`src/rtl/ro_scan_sequencer.sv`:
```
// Ring-oscillator scan sequencer: enables each oscillator in turn, gates the external
// edge counter for a fixed window, and presents the saturated count to the display.
module ro_scan_sequencer #(
  parameter int unsigned N_CH          = 4,
  parameter int unsigned SETTLE_CYCLES = 1000,
  parameter int unsigned GATE_CYCLES   = 50000000,
  parameter int unsigned SYNC_LAT      = 2,
  parameter int unsigned HOLD_CYCLES   = 100000000
) (
  input  logic        clk,
  input  logic        reset,
  input  logic        run,
  input  logic [15:0] ro_count,
  output logic [1:0]  ro_sel,
  output logic        ro_en,
  output logic        cnt_clr,
  output logic        cnt_en,
  output logic [15:0] value,
  output logic [1:0]  ch_idx,
  output logic        valid,
  output logic        ovf
);

  localparam int unsigned MAX_SG  = (SETTLE_CYCLES > GATE_CYCLES) ? SETTLE_CYCLES : GATE_CYCLES;
  localparam int unsigned MAX_SH  = (SYNC_LAT > HOLD_CYCLES) ? SYNC_LAT : HOLD_CYCLES;
  localparam int unsigned MAX_CYC = (MAX_SG > MAX_SH) ? MAX_SG : MAX_SH;
  // Timer only ever holds (length - 1), so clog2 of the longest length is enough.
  localparam int unsigned TW      = (MAX_CYC < 2) ? 1 : $clog2(MAX_CYC);

  localparam logic [TW-1:0] SETTLE_LOAD = TW'(SETTLE_CYCLES - 1);
  localparam logic [TW-1:0] GATE_LOAD   = TW'(GATE_CYCLES - 1);
  localparam logic [TW-1:0] WAIT_LOAD   = TW'(SYNC_LAT - 1);
  localparam logic [TW-1:0] HOLD_LOAD   = TW'(HOLD_CYCLES - 1);

  localparam logic [15:0] DISP_MAX = 16'd9999;

  localparam logic [2:0] IDLE   = 3'd0;
  localparam logic [2:0] SETTLE = 3'd1;
  localparam logic [2:0] GATE   = 3'd2;
  localparam logic [2:0] WAIT   = 3'd3;
  localparam logic [2:0] LATCH  = 3'd4;
  localparam logic [2:0] HOLD   = 3'd5;

  logic [2:0]    state_q, state_d;
  logic [TW-1:0] timer_q, timer_d;
  logic [1:0]    sel_d, sel_next;
  logic          ro_en_d, cnt_clr_d, cnt_en_d, latch;

  assign sel_next = (ro_sel == 2'(N_CH - 1)) ? 2'd0 : ro_sel + 2'd1;

  // Strobes are computed for the state being entered so the registered outputs
  // line up with the state they belong to.
  always_comb begin
    state_d   = state_q;
    timer_d   = timer_q;
    sel_d     = ro_sel;
    ro_en_d   = 1'b0;
    cnt_clr_d = 1'b0;
    cnt_en_d  = 1'b0;
    latch     = 1'b0;
    case (state_q)
      IDLE: begin
        if (run) begin
          state_d   = SETTLE;
          timer_d   = SETTLE_LOAD;
          ro_en_d   = 1'b1;
          cnt_clr_d = 1'b1;
        end
      end
      SETTLE: begin
        ro_en_d = 1'b1;
        if (timer_q == '0) begin
          state_d  = GATE;
          timer_d  = GATE_LOAD;
          cnt_en_d = 1'b1;
        end else begin
          timer_d   = timer_q - TW'(1);
          cnt_clr_d = 1'b1;
        end
      end
      GATE: begin
        ro_en_d = 1'b1;
        if (timer_q == '0) begin
          state_d = WAIT;
          timer_d = WAIT_LOAD;
        end else begin
          timer_d  = timer_q - TW'(1);
          cnt_en_d = 1'b1;
        end
      end
      WAIT: begin
        if (timer_q == '0) begin
          state_d = LATCH;
        end else begin
          timer_d = timer_q - TW'(1);
          ro_en_d = 1'b1;
        end
      end
      LATCH: begin
        latch   = 1'b1;
        state_d = HOLD;
        timer_d = HOLD_LOAD;
      end
      HOLD: begin
        if (timer_q == '0) begin
          sel_d = sel_next;
          if (run) begin
            state_d   = SETTLE;
            timer_d   = SETTLE_LOAD;
            ro_en_d   = 1'b1;
            cnt_clr_d = 1'b1;
          end else begin
            state_d = IDLE;
          end
        end else begin
          timer_d = timer_q - TW'(1);
        end
      end
      default: state_d = IDLE;
    endcase
  end

  always_ff @(posedge clk or posedge reset) begin
    if (reset) begin
      state_q <= IDLE;
      timer_q <= '0;
      ro_sel  <= 2'd0;
      ro_en   <= 1'b0;
      cnt_clr <= 1'b0;
      cnt_en  <= 1'b0;
      value   <= 16'd0;
      ch_idx  <= 2'd0;
      valid   <= 1'b0;
      ovf     <= 1'b0;
    end else begin
      state_q <= state_d;
      timer_q <= timer_d;
      ro_sel  <= sel_d;
      ro_en   <= ro_en_d;
      cnt_clr <= cnt_clr_d;
      cnt_en  <= cnt_en_d;
      valid   <= latch;
      if (latch) begin
        value  <= (ro_count > DISP_MAX) ? DISP_MAX : ro_count;
        ovf    <= (ro_count > DISP_MAX);
        ch_idx <= ro_sel;
      end
    end
  end

endmodule

```
`config.mk`:
```
export PLATFORM = sky130hd
export DESIGN_NAME = ro_scan_sequencer
export DESIGN_NICKNAME = d
export VERILOG_FILES = /design/src/rtl/ro_scan_sequencer.sv
export SDC_FILE = /design/constraint.sdc
export NUM_CORES = 1
export LEC_CHECK = 0
export ABC_AREA = 1
export CAP_MARGIN = 20
export CORE_MARGIN = 2
export CORE_UTILIZATION = 40
export DETAILED_ROUTE_END_ITERATION = 10
export PLACE_DENSITY = 0.71
export SYNTH_ARGS = -nofsm -noshare
export SYNTH_HDL_FRONTEND = slang
export SYNTH_SLANG_ARGS = --single-unit
```
`constraint.sdc`:
```
create_clock -name clk -period 1.9 [get_ports clk]
set_clock_uncertainty 0.2 [all_clocks]
set_input_delay 0.475 -clock clk [delete_from_list [all_inputs] [get_ports clk]]
set_output_delay 0.475 -clock clk [all_outputs]
set_load 0.05 [all_outputs]
```
== After elaboration in Yosys (flattened, before gate mapping) ==
Cells that the tools add are included.

* Word-level logic and storage cells: 55
* Output and inout bits: 25
* Bits in registers: 55
* Input bits: 19

* Equality and inequality tests: 12
* $add $sub $neg: 2
* $lt $le $gt $ge: 1
* Reduce and logical (&&, ||, !) cells: 7
* Muxes and demuxes: 23

{| class="wikitable"
|+ Operator list
! kind !! count
|-
| 27-bit case mux with 6 select lines || 1
|-
| 27-bit two-way mux || 5
|-
| 27-bit zero test || 1
|-
| 27-bit by 1-bit subtractor with 27-bit output, second input constant || 1
|-
| 3-bit case mux with 6 select lines || 1
|-
| 16-bit by 14-bit greater-than comparator with 1-bit output, second input constant || 1
|-
| 16-bit two-way mux || 1
|-
| 3-bit two-way mux || 5
|-
| 2-bit != test, second input constant || 6
|-
| 3-bit by 2-bit equality test with 1-bit output, second input constant || 2
|-
| 3-bit equality test, second input constant || 2
|-
| 1-bit two-way mux || 6
|-
| 6-bit nonzero test || 1
|-
| 5-bit AND reduction || 1
|-
| 1-bit case mux with 4 select lines || 1
|-
| 2-bit AND reduction || 2
|-
| 3-bit by 1-bit equality test with 1-bit output, second input constant || 1
|-
| 3-bit zero test || 1
|-
| 1-bit case mux with 3 select lines || 1
|-
| 2-bit by 1-bit adder with 2-bit output, second input constant || 1
|-
| 2-bit equality test, second input constant || 1
|-
| 2-bit two-way mux || 1
|-
| 1-bit case mux with 2 select lines || 1
|-
| 2-bit OR reduction || 1
|}

== Logic depth before layout (Yosys ltp) ==
* Depth in word-level cells: 3
* Gate-level depth with buffers: 12
* Depth with buffers taken out: 12

== Least setup slack after synthesis ==
Ideal clock, no wire load.

* Kind: register -> register
* Start: reg timer_q[0]
* End: reg timer_q[2]
* Library setup time: 117 ps
* Slack: -25 ps
* Stages on the path, launching flop included: 13
* Arrival: 1608 ps
* Path through: dfrtp_1 inv_1 ha_1 nand3_1 nor2_4 nand3_4 nand2_2 nand4_4 buf_6 nand2_1 nand2_1 nand2_1 nand2_1

* Cells in the longest elaborated chain, start to end: 3

{| class="wikitable"
|+ Ends and longest elaborated chain
! element !! RTL line !! text
|-
| start: declaration || 45 || <nowiki>logic [TW-1:0] timer_q, timer_d;</nowiki>
|-
| start signal: assignment || 137 || <nowiki>timer_q <= timer_d;</nowiki>
|-
| 27-bit by 1-bit subtractor with 27-bit output / 27-bit zero test (equally long branches) || - ||
|-
| 27-bit two-way mux (tied with other cells) || 105 || <nowiki>if (timer_q == '0) begin</nowiki>
|-
| 27-bit case mux with 6 select lines / 2-bit AND reduction (equally long branches) || - ||
|}

Several ways; a longest one is shown, not always the timed one. The select of a mux whose other input is x is not followed.
A chain may end at the register's enable or synchronous reset.

== Worst setup path in the final report ==
* Start: reg timer_q[15]
* End: reg timer_q[11]

* Cells in the longest elaborated chain, start to end: 3

{| class="wikitable"
|+ Ends and longest elaborated chain
! element !! RTL line
|-
| 27-bit zero test * || -
|-
| 27-bit two-way mux (tied with other cells) || 105
|-
| 27-bit case mux with 6 select lines / 2-bit AND reduction (equally long branches) || -
|}

Every way passes the cells marked *; elsewhere a longest branch is shown, timed or not.

==> summary.md <==
| Metric | Value |
|---|---|
| Post-synthesis mux area share | `0` |
| Number of I/O port buffers | `43` |
| Wire per inst | `14.3 microns` |
| Critical R2R Capture | `timer_q[11]` |
| Largest net degree at the start of global routing | `56` |
| Mapped Nets | `535` |
| Unrepaired setup endpoints after global routing | `yes` |
| Final core occ | `0.642` |
| Max Clock Freq | `503 MHz` |
| Slew Limit Fails | `0` |
| Critical path type | `register to register` |
| WL met1 | `4.45 mm` |
| Sink Count | `55` |
| CP Cell Sequence | `nor2_2 > nand2_2 > nor2_4 > nand3_4 > o21ai_4 > buf_12 > buf_8 > o21ai_2 > nand3_1 > o21ai_1` |
| Largest family of logic cells by synthesized area | `simple AND/OR/NAND/NOR gates` |
| PD cells | `1880 mW/mm^2` |
| CTS clk-pin slew, worst paths | `0.10 ns` |
| Hold_buf cts | `0` |
| Hold_ws | `0.353 ns` |
| Worst slew pin tran | `0.380 ns` |
| DR WL met3 | `791 microns` |
| Status | `complete, but fails checks` |
| Initial DRC count | `246` |
| Worst vdd ir | `1190 uV` |
| Crit path time final | `1.99 ns` |
| Routed vias | `3900` |
| Post-Syn Area | `0.00354 sq mm` |
| Biggest cell delay along the critical path | `0.41 ns` |
| Uppermost layer routed | `met4` |
| Post-Synthesis Cells | `511` |
| Clock latency on the worst-skew pair | `0.32 ns` |
| Max Fanout on Critical Path | `7` |
| Endpoint class of the critical path | `register` |
| # rows | `34` |
| Worst Hold Class | `register to register` |
| Initial antenna violation count | `0` |
| Grt ovf | `0` |
| Synth warn | `0` |
| Post-synthesis adder-cell area fraction | `0.0177` |
| Post-synthesis sequential area ratio | `0.389` |
| Synth Area per Inst | `6.93 sq um` |
| Pre-CTS setup slack | `-0.313 ns` |
| Die X | `98.1 microns` |
| Violated checks | `setup timing` |
| Initial core utilization | `0.410` |
| Worst path arrival time | `1.99 ns` |
| Critical Path Sink | `timer_q[11]` |
| Die Footprint | `0.00962 sq mm` |
| Worst Setup Start Kind | `register` |
| Netlist cell types | `35` |
| Via/cell ratio | `5.13` |
| Placed wire-length estimate | `7.56 mm` |
| GPL Wtd Cong | `0.934` |
| Fin cells | `760` |
| Ant. Diodes | `0` |
| Post-route ant nets | `0` |
| Synth Area in Simple Gates | `0.347` |
| TritonRoute pass-1 iters | `5` |
| Max_cap viols | `0` |
| P_leak | `2.70 nW` |
| CTS Buffer Depth | `2` |
| Fin nets | `676` |
| Setup violations, final | `24` |
| Vias in the first global route | `3996` |
| Critical path startpoint | `timer_q[15]` |
| Core area | `0.00864 sq mm` |
| Cell count after placement | `741` |
| PnR Total Power | `10.4 mW` |
| Commonest non-fill, non-tap cell in the layout | `nand2_1` |
| Period utilization | `1.05` |
| Overall Global Routing Usage | `0.228` |
| # IOs | `44` |
| Worst Setup Slack, final | `-0.0861 ns` |
| H-tree Lvls | `2` |
| Worst reg2reg startpoint | `timer_q[15]` |
| Xor-xnor portion of the synthesized cell area | `0.0470` |
| Final Hold Viols | `0` |
| Commonest cells after routing, fill and taps aside | `147 x nand2_1, 92 x buf_4, 56 x nor2_1` |
| Relative slew slack | `0.744` |
| Met2 Wirelength | `5.34 mm` |
| Reg2reg setup slack | `-0.09 ns` |
| Post-synthesis compound-gate area fraction | `0.115` |
| CTS buffer count | `5` |
| R2R depth | `10` |
| TritonCTS clock tree | `done` |
| Final wirelength | `10.9 mm` |
| Die height | `98.1 microns` |
| #FFs+latches synth | `55` |
| Area added between synthesis and finish | `56.5%` |
| Slowest CP cell | `dfrtp_1` |
| Critical Path RT | `1.91 ns` |
| Layout cell share with drive strength beyond 1 | `0.340` |
| CTS root buffer | `clkbuf_8` |
| DRC Markers | `0` |
| Global-route wire length before repair | `18.0 mm` |
final cells by class:
class | count | area, sq um
inverter | 58 | 226
timing repair buffer | 147 | 1570
tap | 108 | 135
fill | 675 | 3090
multi-input combinational | 385 | 2150
clock inverter | 2 | 17.5
sequential | 55 | 1380
clock buffer | 5 | 68.8
state kept, by name, indices dropped and copies added (netlist names):
register / cells
cnt_clr: 1
valid: 1
timer_q: 27
state_q: 3
ro_en: 1
ch_idx: 2
ovf: 1
cnt_en: 1
ro_sel: 2
value: 16
Yosys cell counts (all sizes together):
library cell  instances  share of area
a31oi                 3         0.0053
xor2                 17          0.042
clkbuf                3         0.0032
ha                    5          0.018
a22o                  6          0.015
nand4                 5          0.013
buf                  11          0.020
dfrtp                55           0.39
a21oi                30          0.042
clkinv                1         0.0011
inv                  57          0.060
o21ai                27          0.041
o211ai                2         0.0042
nor3                  3         0.0042
and3                  1         0.0018
a31o                  1         0.0025
or2                   1         0.0018
nand3                21          0.033
nor2                 89           0.11
nand2               165           0.18
and2                  2         0.0039
o31ai                 2         0.0042
xnor2                 2         0.0049
nor4                  2         0.0035
layer usage:
metal  vias to the layer above  GRT usage
met5                         -          0
met4                         0     0.0908
met3                        29     0.0659
met2                       122      0.394
met1                      1867      0.266
li1                       1882          -
worst max-delay path, delay by kind of cell, from the launching register on:
| family | cells | cell delay, ns |
|---|---|---|
| AND/OR/NAND/NOR | 5 | 0.67 |
| AO/OA/AOI/OAI | 3 | 0.29 |
| buffers and inverters | 2 | 0.31 |
| flip-flops | 1 | 0.41 |
worst min-delay path by stage:
stage,start,to,slack [ns],cells after the start
2_1_floorplan,state_q[0],state_q[0],0.27,2
5_1_grt,value[15],value[15],0.38,2
6_report,timer_q[21],timer_q[21],0.35,2
4_1_cts,timer_q[20],timer_q[20],0.36,2
3_3_place_gp,state_q[0],state_q[0],0.30,2
3_5_place_dp,state_q[0],state_q[0],0.31,2
per-stage QoR:
stage | TNS, ns | area (sq um)
detailed placement | -6.88 | 5010
finish | -1.42 | 5540
CTS | -0.741 | 5350
global placement | -4.79 | 5010
global route | -3.83 | 5540
floorplan | 0 | 3550
power by group:
part | internal (mW) | switching (mW) | total (mW)
logic | 3.43 | 4.16 | 7.59
registers | 1.68 | 0.448 | 2.13
clock network | 0.261 | 0.425 | 0.686
total | 5.37 | 5.03 | 10.4
kinds of logic after synthesis:
kind of cell,after synthesis
AO/OA/AOI/OAI,71
AND/OR/NAND/NOR,289
adder cells (fa/ha/maj),5
flip-flops,55
buffers and inverters,72
XOR/XNOR,19
repair_timing:
action                     CTS  global route
resized for setup           51            42
setup endpoints to repair   40            45
buffers inserted             6             3
cloned                       2             1
pin swaps                   17            20
(Power assumes the default switching activity.)
